[src/rtl/acc_bank_pkg.sv]
// Shared opcodes and FSM encoding for the accumulator bank.
package acc_bank_pkg;

    localparam logic [2:0] OP_NOP  = 3'b000;
    localparam logic [2:0] OP_LOAD = 3'b001;
    localparam logic [2:0] OP_ADD  = 3'b010;
    localparam logic [2:0] OP_SUB  = 3'b011;
    localparam logic [2:0] OP_AND  = 3'b100;
    localparam logic [2:0] OP_OR   = 3'b101;
    localparam logic [2:0] OP_MUL  = 3'b110;
    localparam logic [2:0] OP_CLR  = 3'b111;

    typedef enum logic [1:0] {
        ST_IDLE = 2'd0,
        ST_MUL  = 2'd1,
        ST_WB   = 2'd2
    } state_t;

endpackage

[src/rtl/acc_bank_mac_mul.sv]
// Iterative shift-add multiplier for the accumulator bank: one step per cycle,
// WIDTH steps per product, result truncated to WIDTH bits.
module acc_mul_seq #(
    parameter int WIDTH = 8
) (
    input  logic             clk_acc,
    input  logic             rst_acc,
    input  logic             start,
    input  logic [WIDTH-1:0] a,
    input  logic [WIDTH-1:0] b,
    output logic             done,
    output logic [WIDTH-1:0] product
);

    localparam int CNT_W = $clog2(WIDTH + 1);

    logic [WIDTH-1:0] a_q;
    logic [WIDTH-1:0] b_q;
    logic [CNT_W-1:0] count;
    logic             running;

    // done marks the cycle whose closing edge performs the final step, so
    // product is complete from the following cycle on.
    assign done = running && (count == CNT_W'(WIDTH - 1));

    always_ff @(posedge clk_acc or posedge rst_acc) begin
        if (rst_acc) begin
            a_q     <= '0;
            b_q     <= '0;
            count   <= '0;
            running <= 1'b0;
            product <= '0;
        end else if (start) begin
            a_q     <= a;
            b_q     <= b;
            count   <= '0;
            running <= 1'b1;
            product <= '0;
        end else if (running) begin
            if (b_q[0]) begin
                product <= product + a_q;
            end
            a_q   <= a_q << 1;
            b_q   <= b_q >> 1;
            count <= count + 1'b1;
            if (done) begin
                running <= 1'b0;
            end
        end
    end

endmodule

[src/rtl/acc_bank_mac.sv]
// Bank of NUM_ACC accumulators with single-cycle ALU ops and a sequential multiply.
// Optional macro SATURATE_EN: signed saturating ADD/SUB instead of wrapping.
module acc_bank_mac
    import acc_bank_pkg::*;
#(
    parameter int WIDTH   = 8,
    parameter int NUM_ACC = 4,
    parameter int SEL_W   = $clog2(NUM_ACC)
) (
    input  logic             clk_acc,
    input  logic             rst_acc,
    input  logic             op_valid,
    output logic             op_ready,
    input  logic [2:0]       op_code,
    input  logic [SEL_W-1:0] acc_sel,
    input  logic [WIDTH-1:0] operand,
    output logic             res_valid,
    output logic [SEL_W-1:0] res_sel,
    output logic [WIDTH-1:0] res_data,
    output logic             zero,
    output logic             positive,
    output logic             carry,
    output logic             busy
);

`ifdef SATURATE_EN
    localparam logic [WIDTH-1:0] SAT_MAX = {1'b0, {(WIDTH-1){1'b1}}};
    localparam logic [WIDTH-1:0] SAT_MIN = {1'b1, {(WIDTH-1){1'b0}}};
`endif

    state_t           state;
    state_t           state_next;
    logic [WIDTH-1:0] acc [NUM_ACC];
    logic [SEL_W-1:0] sel_q;
    logic [WIDTH-1:0] a_val;
    logic [WIDTH:0]   add_ext;
    logic [WIDTH:0]   sub_ext;
    logic [WIDTH-1:0] add_res;
    logic [WIDTH-1:0] sub_res;
    logic [WIDTH-1:0] op_data;
    logic             op_wr;
    logic             op_carry;
    logic             accept;
    logic             mul_start;
    logic             mul_done;
    logic [WIDTH-1:0] mul_product;

    assign op_ready  = (state == ST_IDLE);
    assign busy      = (state != ST_IDLE);
    assign accept    = op_valid && op_ready;
    assign mul_start = accept && (op_code == OP_MUL);
    assign a_val     = acc[acc_sel];

    acc_mul_seq #(.WIDTH(WIDTH)) u_mul (
        .clk_acc (clk_acc),
        .rst_acc (rst_acc),
        .start   (mul_start),
        .a       (a_val),
        .b       (operand),
        .done    (mul_done),
        .product (mul_product)
    );

    always_comb begin
        add_ext = {1'b0, a_val} + {1'b0, operand};
        sub_ext = {1'b0, a_val} - {1'b0, operand};
        add_res = add_ext[WIDTH-1:0];
        sub_res = sub_ext[WIDTH-1:0];
`ifdef SATURATE_EN
        // Signed overflow clamps toward the sign of A; carry stays unsigned.
        if ((a_val[WIDTH-1] == operand[WIDTH-1]) && (add_res[WIDTH-1] != a_val[WIDTH-1])) begin
            add_res = a_val[WIDTH-1] ? SAT_MIN : SAT_MAX;
        end
        if ((a_val[WIDTH-1] != operand[WIDTH-1]) && (sub_res[WIDTH-1] != a_val[WIDTH-1])) begin
            sub_res = a_val[WIDTH-1] ? SAT_MIN : SAT_MAX;
        end
`endif
        op_data  = a_val;
        op_wr    = 1'b1;
        op_carry = 1'b0;
        case (op_code)
            OP_NOP: begin
                op_wr    = 1'b0;
                op_carry = carry;
            end
            OP_LOAD: op_data = operand;
            OP_ADD: begin
                op_data  = add_res;
                op_carry = add_ext[WIDTH];
            end
            OP_SUB: begin
                op_data  = sub_res;
                op_carry = sub_ext[WIDTH];
            end
            OP_AND:  op_data = a_val & operand;
            OP_OR:   op_data = a_val | operand;
            OP_CLR:  op_data = '0;
            default: op_wr = 1'b0;
        endcase
    end

    always_comb begin
        state_next = state;
        case (state)
            ST_IDLE: if (mul_start) state_next = ST_MUL;
            ST_MUL:  if (mul_done)  state_next = ST_WB;
            ST_WB:   state_next = ST_IDLE;
            default: state_next = ST_IDLE;
        endcase
    end

    always_ff @(posedge clk_acc or posedge rst_acc) begin
        if (rst_acc) begin
            state <= ST_IDLE;
        end else begin
            state <= state_next;
        end
    end

    always_ff @(posedge clk_acc or posedge rst_acc) begin
        if (rst_acc) begin
            for (int i = 0; i < NUM_ACC; i++) begin
                acc[i] <= '0;
            end
            sel_q     <= '0;
            res_valid <= 1'b0;
            res_sel   <= '0;
            res_data  <= '0;
            zero      <= 1'b1;
            positive  <= 1'b1;
            carry     <= 1'b0;
        end else begin
            res_valid <= 1'b0;
            if (accept) begin
                if (op_code == OP_MUL) begin
                    sel_q <= acc_sel;
                end else begin
                    if (op_wr) begin
                        acc[acc_sel] <= op_data;
                    end
                    res_valid <= 1'b1;
                    res_sel   <= acc_sel;
                    res_data  <= op_data;
                    zero      <= (op_data == '0);
                    positive  <= ~op_data[WIDTH-1];
                    carry     <= op_carry;
                end
            end else if (state == ST_WB) begin
                acc[sel_q] <= mul_product;
                res_valid  <= 1'b1;
                res_sel    <= sel_q;
                res_data   <= mul_product;
                zero       <= (mul_product == '0);
                positive   <= ~mul_product[WIDTH-1];
                carry      <= 1'b0;
            end
        end
    end

endmodule

[config.mk]
export PLATFORM = sky130hd
export DESIGN_NAME = acc_bank_mac
export DESIGN_NICKNAME = d
export VERILOG_FILES = /design/src/rtl/acc_bank_pkg.sv /design/src/rtl/acc_bank_mac_mul.sv /design/src/rtl/acc_bank_mac.sv
export SDC_FILE = /design/constraint.sdc
export NUM_CORES = 1
export LEC_CHECK = 0
export CORE_UTILIZATION = 40
export DETAILED_ROUTE_END_ITERATION = 10
export HOLD_SLACK_MARGIN = 0.1
export PLACE_DENSITY_LB_ADDON = 0.3
export SLEW_MARGIN = 5
export SYNTH_ARGS = -nofsm -noshare
export SYNTH_HDL_FRONTEND = slang
export SYNTH_HIERARCHICAL = 1
export SYNTH_SLANG_ARGS = --single-unit
[constraint.sdc]
create_clock -name clk_acc -period 4.07 [get_ports clk_acc]
set_input_delay 0.407 -clock clk_acc [delete_from_list [all_inputs] [get_ports clk_acc]]
set_output_delay 0.407 -clock clk_acc [all_outputs]
set_load 0.02 [all_outputs]
==> metrics.cfg, run 1 <==
[cells_and_area]
multi_input_area_mm2 = 0.00330
regArea_mm2 = 0.00198
stdcell_area_mm2 = 0.00632
n_fill_cell = 1294
antennaDiodeCount = 0
final_core_util_pct = 47.0
nets = 685
drive_gt1_share_pct = 10.2
area_growth_pct = 13.1

[detailed_routing]
vias_per_cell = 6.12
drt_wl_total_um = 16000
wl_per_cell_um = 19.6
dr.pass1.iters = 5
remaining_drc_errors = 0
drt_iter0_drc = 564
num_vias = 4987
ant_nets = 0

[pwr]
power_density_mw_per_mm2 = 709
p_leak_nw = 2.61
peakVddDrop_v = 0.000381

[synth]
ys_seq_area_share_pct = 35.4
ys.flop_type = dfrtp_1
synth_largest_area_cell = dfrtp_1
synth_top_cells_by_count = dfrtp_1 (77), nand2_1 (68), nor2_1 (52), a21oi_1 (37)
ys_top_cells_by_area = dfrtp_1 (34%), ha_1 (7.2%), nand2_1 (4.6%)
ys_types = 72
avgSynthCellArea_um2 = 9.14
synth.most_common_cell = dfrtp_1
yosysWarnings = 6
yosysTopAreaCellShare_pct = 34.5
syn_nets = 662
synth_edf_count = 0
ys_ff_latch = 79
synth_cells = 611
ys_async_sr_fraction_pct = 100
syn_area_mm2 = 0.00559

[cts]
clk_transition_reported_paths_ps = 60
postCtsHoldBufs = 0
cts.sinks = 79
clock_latency_ps = 350
htreeDepth = 3
cts_buffers = 9
post-cts-setup-buffers = 0
cts_resized = 0
cts_tree = done
clock_path_buffers = 2
cts_root_buf = clkbuf_16

[floorplan]
ios = 32
coreArea_mm2 = 0.0135
die_w_um = 120
dieArea_mm2 = 0.0144
die_h_um = 120
initial_utilization_pct = 41.5
fp-row-count = 42

[timing]
drv_slew = 0
relSlewSlack_pct = 28.7
fin_setup_tns_ps = 0
setup_slack_ps = 477
max_freq_mhz = 278
final-hold-violation-count = 0
finalCritPeriodShare_pct = 88.3
setup_violations = 0
grt_setup_unrepaired = false
tightest_slew_ps = 1070
fin_skew_ps = 6.53
min_period_ps = 3590

[placement]
dpl.hpwl_um = 11700
pre_cts_ws_ps = 171
io_buffer_count = 31
gp_congestion = 0.905
place_area_mm2 = 0.00604

[status]
status = finished, final reports clean

[worst_hold_path]
whs_path_depth = 2
hp-class = reg -> reg

[setup_path]
crit_required_ps = 4300
crit_path_end_kind = register
worstPathMaxFanout = 8
path_class = in -> reg
ff2ff_path_depth = 10
start_kind = input port
arrival_ps = 3820

[grt]
first_global_vias = 4700
grt_max_degree = 51
grt_pass1_wl_um = 25800
grt_antenna_before_repair = 0
grt-ovfl-total = 0
grt_usage_pct = 23.3

[run]
drv_cap = 0

==> where the power goes <==
group | switching (mW) | internal (mW) | total [mW]
combinational | 1.28 | 0.972 | 2.25
clock | 0.322 | 0.426 | 0.748
sequential | 0.347 | 1.14 | 1.48
total | 1.95 | 2.53 | 4.48
==> sequential cells by signal (all words and copies together) (netlist names), 2 cells and up <==
register	count
u_mul/product	8
res_data	8
u_mul/b_q	8
res_sel	2
state	2
u_mul/count	4
acc	32
u_mul/a_q	8
sel_q	2
==> critical path: stages <==
cell,delay [ps]
clkdlybuf4s50_1,620
buf_4,220
mux4_2,580
inv_1,90
ha_1,320
o21a_1,240
a21oi_1,200
nand3b_1,130
a21oi_1,80
o32ai_2,510
nor3_1,120
a221o_1,280
==> cell families after synthesis <==
kind of cell             after synthesis  synth area share [%]
flip-flops                            79                  35.4
AO/OA/AOI/OAI                        200                  25.4
adder cells (fa/ha/maj)               35                  8.24
AND/OR/NAND/NOR                      193                  17.0
buffers and inverters                 66                  5.46
multiplexers                          28                  6.85
XOR/XNOR                              10                  1.57
==> path summary, 6_finish.rpt <==
check                               end  slack, ps       start
max                             acc[21]        480  acc_sel[0]
max in group asynchronous  u_mul/b_q[4]       2700     rst_acc
min in group asynchronous       acc[27]        710     rst_acc
max reg2reg                     acc[22]        870      acc[0]
min                            positive        500    positive
min reg2reg                    positive        500    positive
==> cells in the final DEF, fill, tap and decap left out, types with 16 or more instances in the layout <==
master           synthesis  layout
nand2_1                 68      68
ha_1                    32      32
nor2_1                  52      51
mux2i_1                 18      18
clkdlybuf4s50_1          0      31
o21a_1                  16      16
inv_1                   31      30
o21ai_0                 32      32
dfrtp_1                 77      77
a21oi_1                 37      37
==> per-layer routing <==
layer / GRT usage [%] / up-vias / wire [um]
met5: 0 / - / 0
met4: 9.92 / 0 / 532
met3: 4.72 / 30 / 1020
met2: 33.7 / 204 / 7040
met1: 33.5 / 2440 / 7420
li1: - / 2313 / -
==> cell type report <==
cell class / count / share of cell area (%)
Multi-Input combinational cell: 466 / 52.3
Inverter: 33 / 1.96
Clock buffer: 10 / 3.78
Tap cell: 176 / 3.49
Sequential cell: 79 / 31.3
Clock inverter: 6 / 0.574
Timing Repair Buffer: 45 / 6.57
==> per-stage QoR <==
step	hold slack [ps]	power (mW)	cells
floorplan	459	3.01	611
global placement	476	3.64	799
detailed placement	491	3.70	799
CTS	503	4.47	815
global route	519	4.79	815
finish	496	4.48	815
(Power assumes the default switching activity.)
==> run 2: changes to the inputs <==
--- a/config.mk
+++ b/config.mk
@@ -8,6 +8,7 @@
 export CORE_UTILIZATION = 40
 export DETAILED_ROUTE_END_ITERATION = 10
 export HOLD_SLACK_MARGIN = 0.1
+export MAX_ROUTING_LAYER = met4
 export PLACE_DENSITY_LB_ADDON = 0.3
 export SLEW_MARGIN = 5
 export SYNTH_ARGS = -nofsm -noshare
==> constraint.sdc (replaced) <==
create_clock -name clk_acc -period 3.2 [get_ports clk_acc]
set_input_delay 0.32 -clock clk_acc [delete_from_list [all_inputs] [get_ports clk_acc]]
set_output_delay 0.32 -clock clk_acc [all_outputs]
set_load 0.02 [all_outputs]
==> run 2 against run 1 <==
Combinational power grew 52%. Clock-buffer cell count rose by 1. Highest routed layer unchanged. Critical path depth fell by 2. Worst hold slack lost 88 ps. Setup slack worse by 370 ps. Utilization is 4.6 points higher. Register-to-register slack lost 760 ps. Power up 41%.
==> metrics.cfg, run 2 (synthesis gave the netlist of run 1 again) <==
[status]
status = finished, final reports clean

[cells_and_area]
area_growth_pct = 24.1
final_common_cell = dfrtp_1
nets = 742  ; +8.3%
largest_register_ffs = 32  ; unchanged
final_core_util_pct = 51.5  ; +4.6 points
antennaDiodeCount = 0  ; unchanged
drive_gt1_share_pct = 21.0  ; +11 points
layout_common_cells = dfrtp_1 (77), buf_4 (70), nand2_1 (68)
top_register = acc

[detailed_routing]
drt_wl_total_um = 17000  ; +6.2%
dr.pass1.iters = 5  ; unchanged
vias_per_cell = 5.87  ; -4.1%
remaining_drc_errors = 0  ; unchanged
num_vias = 5116  ; +2.6%
drt_iter0_drc = 433  ; -23%
wl_per_cell_um = 19.5  ; -0.76%
ant_nets = 0  ; unchanged

[floorplan]
die_w_um = 120  ; unchanged
coreArea_mm2 = 0.0135  ; unchanged
fp-row-count = 42  ; unchanged
dieArea_mm2 = 0.0144  ; unchanged
initial_utilization_pct = 41.5  ; unchanged
ios = 32  ; unchanged
die_h_um = 120  ; unchanged

[grt]
grt_antenna_before_repair = 0  ; unchanged
first_global_vias = 5163  ; +9.9%
grt_max_degree = 51  ; unchanged
grt_pass1_wl_um = 27600  ; +6.8%
grt-ovfl-total = 0  ; unchanged
grt_usage_pct = 25.3  ; +2.0 points

[pwr]
internal-power_mw = 3.62  ; +43%
switching_share_pct = 42.7  ; -0.72 points
power_density_mw_per_mm2 = 911  ; +29%
p_switching_mw = 2.70  ; +39%
p_clk_share_pct = 16.0  ; -0.7 points
p_leak_nw = 2.92  ; +12%
peakVddDrop_v = 0.000510  ; +34%
combPwrFrac_pct = 54.0  ; +3.8 points
seq_power_share_pct = 30.0  ; -3.1 points

[worst_hold_path]
hp-class = in -> reg

[cts]
cts_tree = done
cts.sinks = 79  ; unchanged
htreeDepth = 3  ; unchanged
cts_root_buf = clkbuf_16
clock_path_buffers = 2  ; unchanged
cts_buffers = 9  ; unchanged
clk_transition_reported_paths_ps = 60  ; about the same
clock_latency_ps = 350  ; about the same

[setup_path]
crit_required_ps = 3440  ; -860 ps
worstPathMaxFanout = 4  ; -4
start_kind = register
crit_path_end_kind = register
path_class = reg -> reg
arrival_ps = 3330  ; -490 ps

[placement]
gp_congestion = 0.948  ; +4.6%
io_buffer_count = 31  ; unchanged
dpl.hpwl_um = 12600  ; +7.4%

[timing]
fin_setup_tns_ps = 0  ; unchanged
final-hold-violation-count = 0  ; unchanged
finalCritPeriodShare_pct = 96.7
min_period_ps = 3090
drv_slew = 0  ; unchanged
tightest_slew_ps = 1080  ; +8.74 ps
relSlewSlack_pct = 28.2  ; -0.50 points
grt_setup_unrepaired = false
max_freq_mhz = 323
setup_violations = 0  ; unchanged
fin_skew_ps = 8.60  ; +2.08 ps

[run]
drv_cap = 0  ; unchanged

run 2: final timing paths:
path                                  from           end  slack [ps]  depth (start not counted)
worst max-delay path                acc[0]       acc[14]         110                         10
worst min-delay path            acc_sel[0]    res_sel[0]         410                          4
worst max register to register      acc[0]       acc[14]         110                         10
worst min register to register    positive      positive         470                          2
max in group asynchronous          rst_acc       acc[29]        1930                          2
min in group asynchronous          rst_acc  u_mul/a_q[1]         470                          2
run 2: what timing repair did:
item	CTS	global route
pin swaps	10	22
buffers inserted	3	4
endpoints found under the hold margin	0	0
setup endpoints to repair	18	35
cloned	0	0
gates resized for setup	14	27
hold buffers	0	0
run 2: power groups by stage:
stage,sequential (mW),clock [mW],combinational [mW]
6_report,1.90,1.01,3.41
5_1_grt,1.95,1.06,3.71
4_1_cts,1.88,1.02,3.22
3_5_place_dp,1.89,0,3.15
3_3_place_gp,1.88,0,3.08
2_1_floorplan,1.81,0,2.02
run 2: through the flow:
step / cells / cell area, um^2 / setup slack (ps) / power [mW] / hold WS [ps]
after floorplan: 611 / 5590 / 192 / 3.83 / 398
after global placement: 850 / 6430 / -423 / 4.97 / 475
after detailed placement: 850 / 6430 / -487 / 5.04 / 481
after CTS: 868 / 6780 / 8.92 / 6.12 / 496
after global routing: 872 / 6930 / 6.38 / 6.72 / 429
final: 872 / 6930 / 106 / 6.32 / 408
run 2: critical path, cell delays in order, from the launching register on:
cell	delay [ps]
dfrtp_1	390
mux4_2	570
ha_4	210
fa_2	400
a21o_1	210
a211oi_2	310
o21ai_2	90
o21a_1	120
o211ai_2	240
nor3_4	90
a221o_1	350
run 2: layout make-up:
cell class	count	area, um^2
inverter	33	124
timing repair buffer	102	852
clock inverter	5	40.0
fill	1274	6520
multi-input combinational	466	3470
sequential	79	1980
clock buffer	11	253
tap	176	220
run 2: per-layer routing:
| metal | global-route usage, % | share of wire, % |
|---|---|---|
| met4 | 10.0 | 3.1 |
| met2 | 38.8 | 46 |
| met3 | 3.92 | 5.7 |
| met1 | 33.6 | 45 |
| met5 | - | 0 |
